### config.mk
export PLATFORM = sky130hd
export DESIGN_NAME = sd_spi_responder
export DESIGN_NICKNAME = d
export VERILOG_FILES = /design/src/rtl/sd_spi_pkg.sv /design/src/rtl/spi_target_shifter.sv /design/src/rtl/sd_spi_responder.sv
export SDC_FILE = /design/constraint.sdc
export NUM_CORES = 1
export LEC_CHECK = 0
export CAP_MARGIN = 20
export CORE_MARGIN = 2
export CORE_UTILIZATION = 58
export DETAILED_ROUTE_END_ITERATION = 8
export HOLD_SLACK_MARGIN = 0.15
export PLACE_DENSITY = 0.77
export SLEW_MARGIN = 25
export SYNTH_ARGS = -nofsm -noshare
export SYNTH_HDL_FRONTEND = slang
export SYNTH_SLANG_ARGS = --single-unit
### constraint.sdc
create_clock -name clk_i -period 2.8 [get_ports clk_i]
set_input_delay 0.28 -clock clk_i [delete_from_list [all_inputs] [get_ports clk_i]]
set_output_delay 0.28 -clock clk_i [all_outputs]
set_load 0.1 [all_outputs]
### src/rtl/sd_spi_pkg.sv
// Shared constants and state encoding for the SPI-mode SD card responder.
package sd_spi_pkg;

  localparam logic [7:0] CMD0_IDX  = 8'h40;
  localparam logic [7:0] CMD1_IDX  = 8'h41;
  localparam logic [7:0] CMD17_IDX = 8'h51;

  localparam logic [7:0] R1_READY     = 8'h00;
  localparam logic [7:0] R1_IDLE      = 8'h01;
  localparam logic [7:0] R1_ILLEGAL   = 8'h04;
  localparam logic [7:0] R1_ILL_IDLE  = 8'h05;

  localparam logic [7:0] DATA_TOKEN = 8'hFE;
  localparam logic [7:0] FILL_BYTE  = 8'hFF;

  localparam int SECTOR_BYTES = 512;

  typedef enum logic [2:0] {
    ST_IDLE,
    ST_CMD_RX,
    ST_RESP_GAP,
    ST_RESP,
    ST_DATA_GAP,
    ST_TOKEN,
    ST_DATA,
    ST_CRC
  } state_e;

endpackage

### src/rtl/spi_target_shifter.sv
// Oversampled SPI mode-0 target byte shifter: synchronisers, edge detect,
// bit counter and rx/tx shift registers. The next tx byte is taken on tx_load_o.
module spi_target_shifter (
  input  logic       clk_i,
  input  logic       rst_n_i,
  input  logic       spi_cs_i,
  input  logic       spi_clk_i,
  input  logic       spi_mosi_i,
  output logic       spi_miso_o,
  input  logic [7:0] tx_byte_i,
  output logic [7:0] rx_byte_o,
  output logic       rx_valid_o,
  output logic       tx_load_o,
  output logic       cs_active_o
);
  import sd_spi_pkg::*;

  logic [1:0] sclk_sync_q, cs_sync_q, mosi_sync_q;
  logic       sclk_prev_q;
  logic [2:0] bit_cnt_q;
  logic [7:0] rx_sh_q, rx_byte_q, tx_sh_q;
  logic       rx_valid_q, miso_q;
  logic       sclk_rise, sclk_fall;

  assign sclk_rise   = sclk_sync_q[1] & ~sclk_prev_q;
  assign sclk_fall   = ~sclk_sync_q[1] & sclk_prev_q;
  assign cs_active_o = ~cs_sync_q[1];
  assign spi_miso_o  = miso_q;
  assign rx_byte_o   = rx_byte_q;
  assign rx_valid_o  = rx_valid_q;
  assign tx_load_o   = rx_valid_q;

  always_ff @(posedge clk_i or negedge rst_n_i) begin
    if (!rst_n_i) begin
      sclk_sync_q <= 2'b11;
      cs_sync_q   <= 2'b11;
      mosi_sync_q <= 2'b11;
      sclk_prev_q <= 1'b1;
    end else begin
      sclk_sync_q <= {sclk_sync_q[0], spi_clk_i};
      cs_sync_q   <= {cs_sync_q[0], spi_cs_i};
      mosi_sync_q <= {mosi_sync_q[0], spi_mosi_i};
      sclk_prev_q <= sclk_sync_q[1];
    end
  end

  // Deselect holds the counter at zero, so a new select always starts on a byte boundary.
  always_ff @(posedge clk_i or negedge rst_n_i) begin
    if (!rst_n_i) begin
      bit_cnt_q  <= 3'd0;
      rx_sh_q    <= 8'h00;
      rx_byte_q  <= 8'h00;
      rx_valid_q <= 1'b0;
      tx_sh_q    <= FILL_BYTE;
      miso_q     <= 1'b1;
    end else if (!cs_active_o) begin
      bit_cnt_q  <= 3'd0;
      rx_valid_q <= 1'b0;
      tx_sh_q    <= FILL_BYTE;
      miso_q     <= 1'b1;
    end else begin
      rx_valid_q <= 1'b0;
      if (sclk_rise) begin
        rx_sh_q   <= {rx_sh_q[6:0], mosi_sync_q[1]};
        bit_cnt_q <= bit_cnt_q + 3'd1;
        if (bit_cnt_q == 3'd7) begin
          rx_byte_q  <= {rx_sh_q[6:0], mosi_sync_q[1]};
          rx_valid_q <= 1'b1;
        end
      end
      if (rx_valid_q) begin
        tx_sh_q <= tx_byte_i;
      end else if (sclk_fall) begin
        miso_q  <= tx_sh_q[7];
        tx_sh_q <= {tx_sh_q[6:0], 1'b1};
      end
    end
  end

endmodule

### src/rtl/sd_spi_responder.sv
// SPI-mode SD card target answering CMD0, CMD1 and CMD17 single-block reads.
// The FSM state names the byte currently on the wire; tx_byte is what the next byte will be.
module sd_spi_responder #(
  parameter int NCR_BYTES      = 2,
  parameter int DATA_GAP_BYTES = 4,
  parameter int INIT_POLLS     = 1
) (
  input  logic        clk_i,
  input  logic        rst_n_i,
  input  logic        spi_cs_i,
  input  logic        spi_clk_i,
  input  logic        spi_mosi_i,
  output logic        spi_miso_o,
  output logic [23:0] mem_address_o,
  input  logic [7:0]  mem_data_i,
  output logic        card_ready_o,
  output logic        reading_o
);
  import sd_spi_pkg::*;

  state_e      state_q, state_d;
  logic [3:0]  cnt_q, cnt_d;
  logic [7:0]  cmd_q, cmd_d;
  logic [23:0] arg_q, arg_d;
  logic [14:0] base_q, base_d;
  logic [8:0]  mem_idx_q, mem_idx_d;
  logic [7:0]  poll_q, poll_d;
  logic        idle_q, idle_d, ready_q, ready_d, reading_q, reading_d;

  logic [7:0]  rx_byte, tx_byte, r1_byte, r1_poll, poll_inc;
  logic        rx_valid, tx_load, cs_active, r1_idle, r1_ready;
  logic        enter_resp, enter_token;

  spi_target_shifter u_shifter (
    .clk_i       (clk_i),
    .rst_n_i     (rst_n_i),
    .spi_cs_i    (spi_cs_i),
    .spi_clk_i   (spi_clk_i),
    .spi_mosi_i  (spi_mosi_i),
    .spi_miso_o  (spi_miso_o),
    .tx_byte_i   (tx_byte),
    .rx_byte_o   (rx_byte),
    .rx_valid_o  (rx_valid),
    .tx_load_o   (tx_load),
    .cs_active_o (cs_active)
  );

  assign mem_address_o = {base_q, mem_idx_q};
  assign card_ready_o  = ready_q;
  assign reading_o     = reading_q;
  assign poll_inc      = (poll_q == 8'hFF) ? poll_q : poll_q + 8'd1;

  always_comb begin
    r1_byte  = R1_ILLEGAL | {7'd0, idle_q};
    r1_idle  = idle_q;
    r1_ready = ready_q;
    r1_poll  = poll_q;
    case (cmd_q)
      CMD0_IDX: begin
        r1_idle  = 1'b1;
        r1_ready = 1'b0;
        r1_poll  = 8'd0;
        r1_byte  = R1_IDLE;
      end
      CMD1_IDX: begin
        if (idle_q) begin
          r1_poll = poll_inc;
          if (poll_inc >= 8'(INIT_POLLS)) begin
            r1_idle  = 1'b0;
            r1_ready = 1'b1;
            r1_byte  = R1_READY;
          end else begin
            r1_byte  = R1_IDLE;
          end
        end else begin
          r1_byte = R1_READY;
        end
      end
      CMD17_IDX: r1_byte = ready_q ? R1_READY : R1_ILL_IDLE;
      default: ;
    endcase
  end

  always_comb begin
    state_d     = state_q;
    cnt_d       = cnt_q;
    cmd_d       = cmd_q;
    arg_d       = arg_q;
    base_d      = base_q;
    mem_idx_d   = mem_idx_q;
    idle_d      = idle_q;
    ready_d     = ready_q;
    poll_d      = poll_q;
    reading_d   = reading_q;
    tx_byte     = FILL_BYTE;
    enter_resp  = 1'b0;
    enter_token = 1'b0;
    if (!cs_active) begin
      state_d   = ST_IDLE;
      reading_d = 1'b0;
    end else if (tx_load) begin
      case (state_q)
        ST_IDLE: begin
          if (rx_valid && rx_byte[7:6] == 2'b01) begin
            cmd_d   = rx_byte;
            cnt_d   = 4'd0;
            state_d = ST_CMD_RX;
          end
        end
        ST_CMD_RX: begin
          if (cnt_q != 4'd4) begin
            arg_d = {arg_q[15:0], rx_byte};
            cnt_d = cnt_q + 4'd1;
          end else begin
            if (cmd_q == CMD17_IDX) begin
              base_d    = arg_q[23:9];
              mem_idx_d = 9'd0;
            end
            if (NCR_BYTES == 1) begin
              enter_resp = 1'b1;
            end else begin
              state_d = ST_RESP_GAP;
              cnt_d   = 4'(NCR_BYTES - 1);
            end
          end
        end
        ST_RESP_GAP: begin
          if (cnt_q == 4'd1) enter_resp = 1'b1;
          else cnt_d = cnt_q - 4'd1;
        end
        ST_RESP: begin
          if (cmd_q == CMD17_IDX && ready_q) begin
            if (DATA_GAP_BYTES == 0) begin
              enter_token = 1'b1;
            end else begin
              state_d = ST_DATA_GAP;
              cnt_d   = 4'(DATA_GAP_BYTES);
            end
          end else begin
            state_d = ST_IDLE;
          end
        end
        ST_DATA_GAP: begin
          if (cnt_q == 4'd1) enter_token = 1'b1;
          else cnt_d = cnt_q - 4'd1;
        end
        ST_TOKEN: begin
          state_d   = ST_DATA;
          tx_byte   = mem_data_i;
          mem_idx_d = mem_idx_q + 9'd1;
        end
        ST_DATA: begin
          // Index wraps to zero only after the last sector byte has been loaded.
          if (mem_idx_q == 9'd0) begin
            state_d = ST_CRC;
            cnt_d   = 4'd0;
          end else begin
            tx_byte   = mem_data_i;
            mem_idx_d = mem_idx_q + 9'd1;
          end
        end
        ST_CRC: begin
          if (cnt_q == 4'd1) begin
            state_d   = ST_IDLE;
            reading_d = 1'b0;
          end else begin
            cnt_d = cnt_q + 4'd1;
          end
        end
        default: state_d = ST_IDLE;
      endcase
      if (enter_resp) begin
        state_d = ST_RESP;
        tx_byte = r1_byte;
        idle_d  = r1_idle;
        ready_d = r1_ready;
        poll_d  = r1_poll;
      end
      if (enter_token) begin
        state_d   = ST_TOKEN;
        tx_byte   = DATA_TOKEN;
        reading_d = 1'b1;
      end
    end
  end

  always_ff @(posedge clk_i or negedge rst_n_i) begin
    if (!rst_n_i) begin
      state_q   <= ST_IDLE;
      cnt_q     <= 4'd0;
      cmd_q     <= 8'h00;
      arg_q     <= 24'd0;
      base_q    <= 15'd0;
      mem_idx_q <= 9'd0;
      idle_q    <= 1'b1;
      ready_q   <= 1'b0;
      poll_q    <= 8'd0;
      reading_q <= 1'b0;
    end else begin
      state_q   <= state_d;
      cnt_q     <= cnt_d;
      cmd_q     <= cmd_d;
      arg_q     <= arg_d;
      base_q    <= base_d;
      mem_idx_q <= mem_idx_d;
      idle_q    <= idle_d;
      ready_q   <= ready_d;
      poll_q    <= poll_d;
      reading_q <= reading_d;
    end
  end

endmodule

==> impl_metrics.tcl, run 1 <==
set metrics [dict create \
    synth_warnings 0 \
    period_minus_slack_ps 2460 \
    finalSetupViolations 0 \
    area_growth_syn_to_layout_pct 12.5 \
    place_inst 589 \
    hold_violations 0 \
    core_um2 8680 \
    p_per_area_nw_per_um2 480 \
    met1_length_mm 4.58 \
    dpl.hpwl_mm 7.03 \
    vias 3600 \
    htree_levels 3 \
    grt_setup_unrepaired "false" \
    cp-end-kind "register" \
    wl_per_cell_um 16.3 \
    grt_first_pass_wirelength_mm 17.0 \
    max_cap_viol_count 0 \
    tightest_slew_ps 744 \
    fin_nets 514 \
    overflow 0 \
    grt_pass1_vias 3513 \
    final_layout_size_suffix_gt1_share_pct 28.7 \
    wl_met2_mm 4.76 \
    grt_usage_pct 21.6 \
    synthTopCellsByCount "dfrtp_1, mux2_2, nand2_1" \
    viasPerCell 5.94 \
    die_h_um 98.4 \
    top_layer "met4" \
    irDropWorstVdd_mv 0.257 \
    ys_seq_area_share_pct 53.2 \
    r2r_cells 7 \
    syn_avg_cell_area_um2 11.4 \
    ys_ff_latch 109 \
    critPathArrivalTime_ps 2710 \
    tns_ps 0 \
    cp_max_fo 7 \
    ant_nets 0 \
    dieArea_um2 9680 \
    outcome "finished clean" \
    wirelength_mm 9.85 \
    start_util_pct 59.5 \
    synth_top_area_cell "dfrtp_1" \
    path_class "reg -> reg" \
    synthesis.area_um2 5170 \
    worstPathRequired_ps 3050 \
    first_pass_iters 5 \
    hold_depth 1 \
    synthArstFlopShare_pct 100 \
    netlist_instances 455 \
    fin_cells 606 \
    cts_setup_buffers 0 \
    p_leak_nw 2.72 \
    cts_buffers 9 \
    cts_tree "done" \
    preCtsSetupSlack_ps 386 \
    io_buffers 39 \
    drc 0 \
    die_w_um 98.4 \
    drtIter0Drc 199 \
    cts-root-buf "clkbuf_8" \
    fin_skew_ps 15.2 \
    ctsResizeCount 0 \
    drv_slew 0 \
    period_share_pct 87.8 \
    gp_congestion 0.866 \
    rows 34 \
    grt_antenna_before_repair 0 \
    clock_latency_ps 370 \
    wl_met3_um 361 \
    grt_max_degree 54 \
    finalWorstSetupSlack_ps 340 \
    fmax_mhz 407 \
    diodes 0 \
    ios 40 \
    worst_hold_path_type "in -> reg" \
    yosysMostFrequentCell "dfrtp_1" \
    synth.area.top_cells "dfrtp_1, mux2_2, dfstp_2, nand2_1, a21oi_1" \
    clockBufferDepth 2 \
    synthDistinctLibCells 62 \
    slew-limit-headroom_pct 50.2 \
    clock_sinks 109 \
    synthDominantCellAreaShare_pct 44.6 \
    synth_edf_count 0 \
    synth_top_flop_cell "dfrtp_1" \
    cp-start-kind "register" \
    synth_nets 476 \
    clk_pin_slew_ps 110 \
]
==> per-stage QoR <==
step	hold slack (ps)	util (%)	power [mW]	cell area, µm²
floorplan	-15.6	-	1.76	5170
global placement	346	64.5	1.83	5600
detailed placement	347	64.5	1.84	5600
CTS	281	67.0	2.82	5820
global route	282	67.0	2.90	5820
finish	305	67.0	2.79	5820
==> area by class of cell <==
class	instances	area, µm²
multi-input combinational	310	2270
inverter	12	45.0
fill	659	2860
sequential	109	2750
clock inverter	5	66.3
clock buffer	11	141
timing repair buffer	51	413
tap	108	135
==> cell families after synthesis <==
group,after synthesis,synth area share [%]
AOI/OAI and AO/OA,91,11.9
xor gates and xnor gates,4,0.678
adders and majority gates,9,2.13
buffers and inverters,36,2.95
DFF,109,53.2
muxes,65,14.1
and+or+nand+nor,141,15.1
==> state kept, by name (all words and copies together), names as in the netlist, 2 cells and up <==
register and flops:
poll_q 8, cnt_q 4, u_shifter.rx_byte_o 8, u_shifter.bit_cnt_q 3, u_shifter.sclk_sync_q 2, u_shifter.mosi_sync_q 2
state_q 3, arg_q 24, cmd_q 8, u_shifter.tx_sh_q 8, u_shifter.rx_sh_q 7, u_shifter.cs_sync_q 2
base_q 15, mem_idx_q 9
==> cells in the final DEF (no fill, tap or decap), types with 3 or more instances in the layout <==
cell,instances
inv_1,12
a21oi_1,22
nand2b_1,8
clkbuf_8,10
a311oi_1,6
nor3b_1,4
clkdlybuf4s50_1,11
nor2_1,28
a31o_2,3
and2_1,5
a211oi_1,3
or3_1,3
a31oi_1,3
o21ai_0,18
ha_1,8
nor3_1,4
nand4_1,5
nor2b_1,8
dfrtp_1,92
mux2_2,63
nand3_1,16
o211ai_1,4
buf_4,39
dfstp_2,17
nand2_1,34
o31ai_1,7
and3_1,9
==> timing repair <==
item,4_1_cts,5_1_grt
hold buffers,1,0
setup endpoints to repair,0,0
endpoints found under the hold margin,38,0
==> metal layers <==
layer,track usage (%),vias to the layer above
met5,0,-
met4,6.53,0
met3,4.51,14
met2,35.0,74
met1,29.5,1778
li1,-,1734
==> path summary, 6_finish.rpt <==
path | to | start | slack, ps
max | cnt_q[1] | mem_idx_q[0] | 340
min | u_shifter.sclk_sync_q[0] | spi_clk_i | 310
max reg2reg | cnt_q[1] | mem_idx_q[0] | 340
min reg2reg | u_shifter.sclk_sync_q[1] | u_shifter.sclk_sync_q[0] | 360
max in group asynchronous | mem_idx_q[7] | rst_n_i | 1600
min in group asynchronous | u_shifter.rx_byte_o[2] | rst_n_i | 470
==> report_power, final <==
group / switching, mW / internal, mW
Combinational: 0.0652 / 0.0622
Clock: 0.535 / 0.450
Sequential: 0.0386 / 1.64
Total: 0.639 / 2.15
==> worst max-delay path, cell delays in order (launching register included) <==
cell and delay [ps]:
dfrtp_1 450, inv_1 80, ha_1 140, nor4b_1 480, a211oi_1 200, a31o_2 290, nor3_2 320, mux2_2 390
No activity file was read; power rests on OpenSTA's default activity.
==> inputs of run 2 (changes only) <==
- SLEW_MARGIN: 25 -> not set
==> results of run 2 <==
Final layout, timing and power as in run 1 (identical DEF).
